<file path="src/rtl/simon_decrypt_core.sv">
// simon_decrypt_core: iterative SIMON decryption, one inverse Feistel round per clock.
// Latency: ROUNDS cycles from input accept to out_valid; one block per ROUNDS+2 cycles.
// Backpressure: in_ready only in IDLE; result held in DONE until out_ready, no same-edge re-accept.
//
// Ports:
//   clk, rst_n             clock, async active-low reset (key file is not reset)
//   key_we/addr/data       round-key write port, honoured only while IDLE
//   in_valid/in_ready      ciphertext handshake, ct_in = {x, y}
//   out_valid/out_ready    plaintext handshake, pt_out = {x, y}
module simon_decrypt_core #(
  parameter int N      = 16,
  parameter int ROUNDS = 32,
  parameter int AW     = 5
) (
  input  logic            clk,
  input  logic            rst_n,
  input  logic            key_we,
  input  logic [AW-1:0]   key_addr,
  input  logic [N-1:0]    key_data,
  input  logic            in_valid,
  output logic            in_ready,
  input  logic [2*N-1:0]  ct_in,
  output logic            out_valid,
  input  logic            out_ready,
  output logic [2*N-1:0]  pt_out
);

  typedef enum logic [1:0] {IDLE, RUN, DONE} state_t;

  state_t            state_q, state_d;
  logic [N-1:0]      x_q, x_d;
  logic [N-1:0]      y_q, y_d;
  logic [AW-1:0]     cnt_q, cnt_d;
  logic [2*N-1:0]    pt_q, pt_d;
  logic              out_valid_q, out_valid_d;
  logic [N-1:0]      key_q [ROUNDS];
  logic [N-1:0]      round_key;

  function automatic logic [N-1:0] rotl(input logic [N-1:0] v, input int s);
    return (v << s) | (v >> (N - s));
  endfunction

  function automatic logic [N-1:0] simon_f(input logic [N-1:0] v);
    return (rotl(v, 1) & rotl(v, 8)) ^ rotl(v, 2);
  endfunction

  // Key file: plain registers, no reset. Addresses >= ROUNDS never match an
  // entry, so such writes fall through without effect.
  always_ff @(posedge clk) begin
    for (int r = 0; r < ROUNDS; r++) begin
      if (key_we && (state_q == IDLE) && (key_addr == AW'(r))) begin
        key_q[r] <= key_data;
      end
    end
  end

  // Combinational read of the key for the round being computed this cycle.
  always_comb begin
    round_key = '0;
    for (int r = 0; r < ROUNDS; r++) begin
      if (cnt_q == AW'(r)) begin
        round_key = key_q[r];
      end
    end
  end

  always_ff @(posedge clk or negedge rst_n) begin
    if (!rst_n) begin
      state_q     <= IDLE;
      x_q         <= '0;
      y_q         <= '0;
      cnt_q       <= '0;
      pt_q        <= '0;
      out_valid_q <= 1'b0;
    end else begin
      state_q     <= state_d;
      x_q         <= x_d;
      y_q         <= y_d;
      cnt_q       <= cnt_d;
      pt_q        <= pt_d;
      out_valid_q <= out_valid_d;
    end
  end

  always_comb begin
    state_d     = state_q;
    x_d         = x_q;
    y_d         = y_q;
    cnt_d       = cnt_q;
    pt_d        = pt_q;
    out_valid_d = out_valid_q;
    unique case (state_q)
      IDLE: begin
        if (in_valid) begin
          x_d     = ct_in[2*N-1:N];
          y_d     = ct_in[N-1:0];
          cnt_d   = AW'(ROUNDS - 1);
          state_d = RUN;
        end
      end
      RUN: begin
        // Inverse round: undo x' = y ^ f(x) ^ k, y' = x.
        x_d = y_q;
        y_d = x_q ^ simon_f(y_q) ^ round_key;
        if (cnt_q == '0) begin
          pt_d        = {x_d, y_d};
          out_valid_d = 1'b1;
          state_d     = DONE;
        end else begin
          cnt_d = cnt_q - AW'(1);
        end
      end
      DONE: begin
        if (out_ready) begin
          out_valid_d = 1'b0;
          state_d     = IDLE;
        end
      end
      default: state_d = IDLE;
    endcase
  end

  assign in_ready  = (state_q == IDLE);
  assign out_valid = out_valid_q;
  assign pt_out    = pt_q;

endmodule

</file>
<file path="config.mk">
export PLATFORM = sky130hd
export DESIGN_NAME = simon_decrypt_core
export DESIGN_NICKNAME = d
export VERILOG_FILES = /design/src/rtl/simon_decrypt_core.sv
export SDC_FILE = /design/constraint.sdc
export NUM_CORES = 1
export LEC_CHECK = 0
export ABC_AREA = 1
export ABC_CLOCK_PERIOD_IN_PS = 7100
export CAP_MARGIN = 20
export CORE_ASPECT_RATIO = 2
export CORE_UTILIZATION = 53
export CTS_BUF_LIST = sky130_fd_sc_hd__clkbuf_8
export DETAILED_ROUTE_END_ITERATION = 6
export DONT_BUFFER_PORTS = 1
export PLACE_DENSITY = 0.64
export SLEW_MARGIN = 10
export SYNTH_ARGS = -nofsm -noshare
export SYNTH_HDL_FRONTEND = slang
export SYNTH_SLANG_ARGS = --single-unit
</file>
<file path="constraint.sdc">
create_clock -name clk -period 7.1 [get_ports clk]
set_clock_uncertainty 0.15 [all_clocks]
set_input_delay 1.42 -clock clk [delete_from_list [all_inputs] [get_ports clk]]
set_output_delay 1.42 -clock clk [all_outputs]
set_load 0.1 [all_outputs]
</file>
==> impl_metrics.ini <==
[worst_setup_path]
crit_required_ns = 7.49
end_kind = register
worstPathMaxFanout = 21
cpMostUsedCell = nand2_1
cp_data_arrival_time_ns = 5.54
slowest_delay_ns = 0.77
critPathLaunchType = register
slowest_stage = nor2_1
path_class = register to register

[floorplanning]
die_area_mm2 = 0.04896
die_h_um = 311.9
start_util_pct = 53.58
io_pins = 92
core.rowCount = 113
die_w_um = 157.0
coreArea_mm2 = 0.04751

[cells_and_area]
final_layout_size_suffix_gt1_share_pct = 8.542
utilization_pct = 58.28
syn_to_final_growth_pct = 8.769
final_cell_mix = nand2_1, edfxtp_1, nor2_1
final_common_cell = nand2_1
nets = 2605

[sta]
setup_viol = 0
setup_ws_ns = 1.944
worst-slew-pin-transition_ns = 1.093
rsz0062_at_grt = no
finalMaxSlewViolations = 0
setup_tns_ns = 0
maxSlewHeadroom_pct = 27.15
hold_viol = 0
fmax_mhz = 193.9
fin_crit_sh_pct = 72.62
period_needed_ns = 5.156

[run_status]
status = complete, no violations

[synth]
synth_area_mm2 = 0.02546
syn-num-nets = 2567
synth_cell_types = 38
synthTopCellsByArea = edfxtp_1, nand2_1, dfrtp_1
synth_ff_type = edfxtp_1
yosys.area.top_type = edfxtp_1
syn_inst = 2504
synth_seq_area_share_pct = 67.48
ys_warn_count = 0
async_flop_share_pct = 12.33
synth_edf_count = 512
post-synth-top-area-fraction_pct = 60.40
avgSynthCellArea_um2 = 10.17
ys_ff_latch = 584

[cts]
post_cts_buffers = 0
cts-buffers-inserted = 81
cts_resized = 0
insertion_delay_ns = 0.67
htreeDepth = 3
clock_sinks = 584
cts_tree = done
root_buffer = clkbuf_8
clk_path_buf_depth = 3
clkTransAtPathRegs_ns = 0.07
holdBufCountCts = 0

[global_routing]
gr-usage-all-layers_pct = 27.89
antenna_found_initial = 4
grt_pass1_vias = 17440
grt_pass1_wl_um = 100600
grt_max_degree = 73
grt_overflow_total = 0

[routing]
drt-pass1-iter-count = 7
ant_nets = 0
drcViolationCount = 0
vias = 17320
wl_per_cell_um = 20.59
totalWireLength_um = 66610
drtIter0Drc = 1320
viasPerCell = 5.352

[place]
hpwl_um = 44420
numPortBuffers = 0
gp_congestion = 0.8871
pre_cts_slack_ns = 1.926

[power]
peakVddDrop_mv = 0.2378
powerDensity_mw_per_mm2 = 397.7
leakagePower_uw = 0.01119

[hold_path]
hold_path.class = input pin to asynchronous set/reset pin

[run]
max_cap_viol_count = 0
logic make-up after synthesis:
kind of cell | after synthesis | share of synthesized area [%]
compound gates | 282 | 5.795
buf+inv | 316 | 4.891
fa+ha+maj | 5 | 0.2458
flops | 584 | 67.48
simple gates | 1285 | 20.49
xor+xnor | 32 | 1.101
path summary, 6_finish.rpt:
path                                      start               endpoint  slack, ns  depth (start not counted)
setup / recovery           cnt_q[0]$_DFFE_PN0P_     y_q[6]$_DFFE_PN0P_       1.94                         31
hold / removal                            rst_n    x_q[13]$_DFFE_PN0P_       0.31                          0
setup reg to reg           cnt_q[0]$_DFFE_PN0P_     y_q[6]$_DFFE_PN0P_       1.94                         31
hold reg to reg              x_q[5]$_DFFE_PN0P_     x_q[5]$_DFFE_PN0P_       0.37                          2
max in group asynchronous                 rst_n  pt_out[3]$_DFFE_PN0P_       6.35                          0
min in group clk             x_q[5]$_DFFE_PN0P_     x_q[5]$_DFFE_PN0P_       0.37                          2
Yosys cell counts, types with 4 or more instances:
library cell	count
nand3_1	74
a31oi_1	12
o21ai_0	102
nand2_1	862
inv_2	9
nor2_1	253
ha_1	5
o21ai_1	10
or2_2	40
or2_0	4
o211ai_1	5
nand3b_1	13
clkbuf_1	68
nor3_1	8
or2_1	8
nor2_4	5
edfxtp_1	512
xor2_1	31
nand3_2	4
nand4_1	6
buf_2	20
a21oi_1	140
clkinv_1	5
dfrtp_1	72
inv_1	208
o21bai_1	9
routing by layer:
layer / vias to the layer above / GRT usage (%) / part of all wire, %
li1: 8301 / - / -
met1: 8320 / 28.48 / 35
met2: 532 / 52.85 / 55
met3: 160 / 4.825 / 5.0
met4: 2 / 14.68 / 4.8
met5: - / 0 / 0.018
critical path, delay by kind of cell (launching register included):
family	cells	cell delay, ns
and+or+nand+nor	26	3.02
buffers and inverters	3	0.76
AOI/OAI and AO/OA	1	0.34
adders and majority gates	1	0.31
DFF	1	0.43
sequential cells by signal (all words and copies together) (netlist names):
| register | count |
|---|---|
| cnt_q | 5 |
| key_q | 512 |
| out_valid | 1 |
| pt_out | 32 |
| state_q | 2 |
| x_q | 16 |
| y_q | 16 |
layout make-up:
type                            instances  area (µm²)
Clock inverter                         56       257.7
Sequential cell                       584       17180
Clock buffer                           84        1156
Tap cell                              632       790.8
Antenna cell                            4       10.01
Timing Repair Buffer                   49       375.4
Multi-Input combinational cell       1604        7088
Inverter                              222       833.3
Fill cell                            4193       19820
metrics by stage:
step,hold WS (ns),power [µW],instances,area (µm²)
finish,0.3100,11010,3235,27690
global route,0.2755,11700,3234,27690
CTS,0.2555,11020,3230,27670
detailed placement,0.3544,8637,3090,26250
global placement,0.3384,8595,3089,26240
floorplan,0.3222,7364,2504,25460
power breakdown:
group | switching [µW] | total [µW] | internal, µW
Sequential | 836 | 4770 | 3940
Combinational | 2680 | 3860 | 1180
Clock | 1250 | 2370 | 1130
Total | 4760 | 11000 | 6250
No activity file was read; power rests on OpenSTA's default activity.
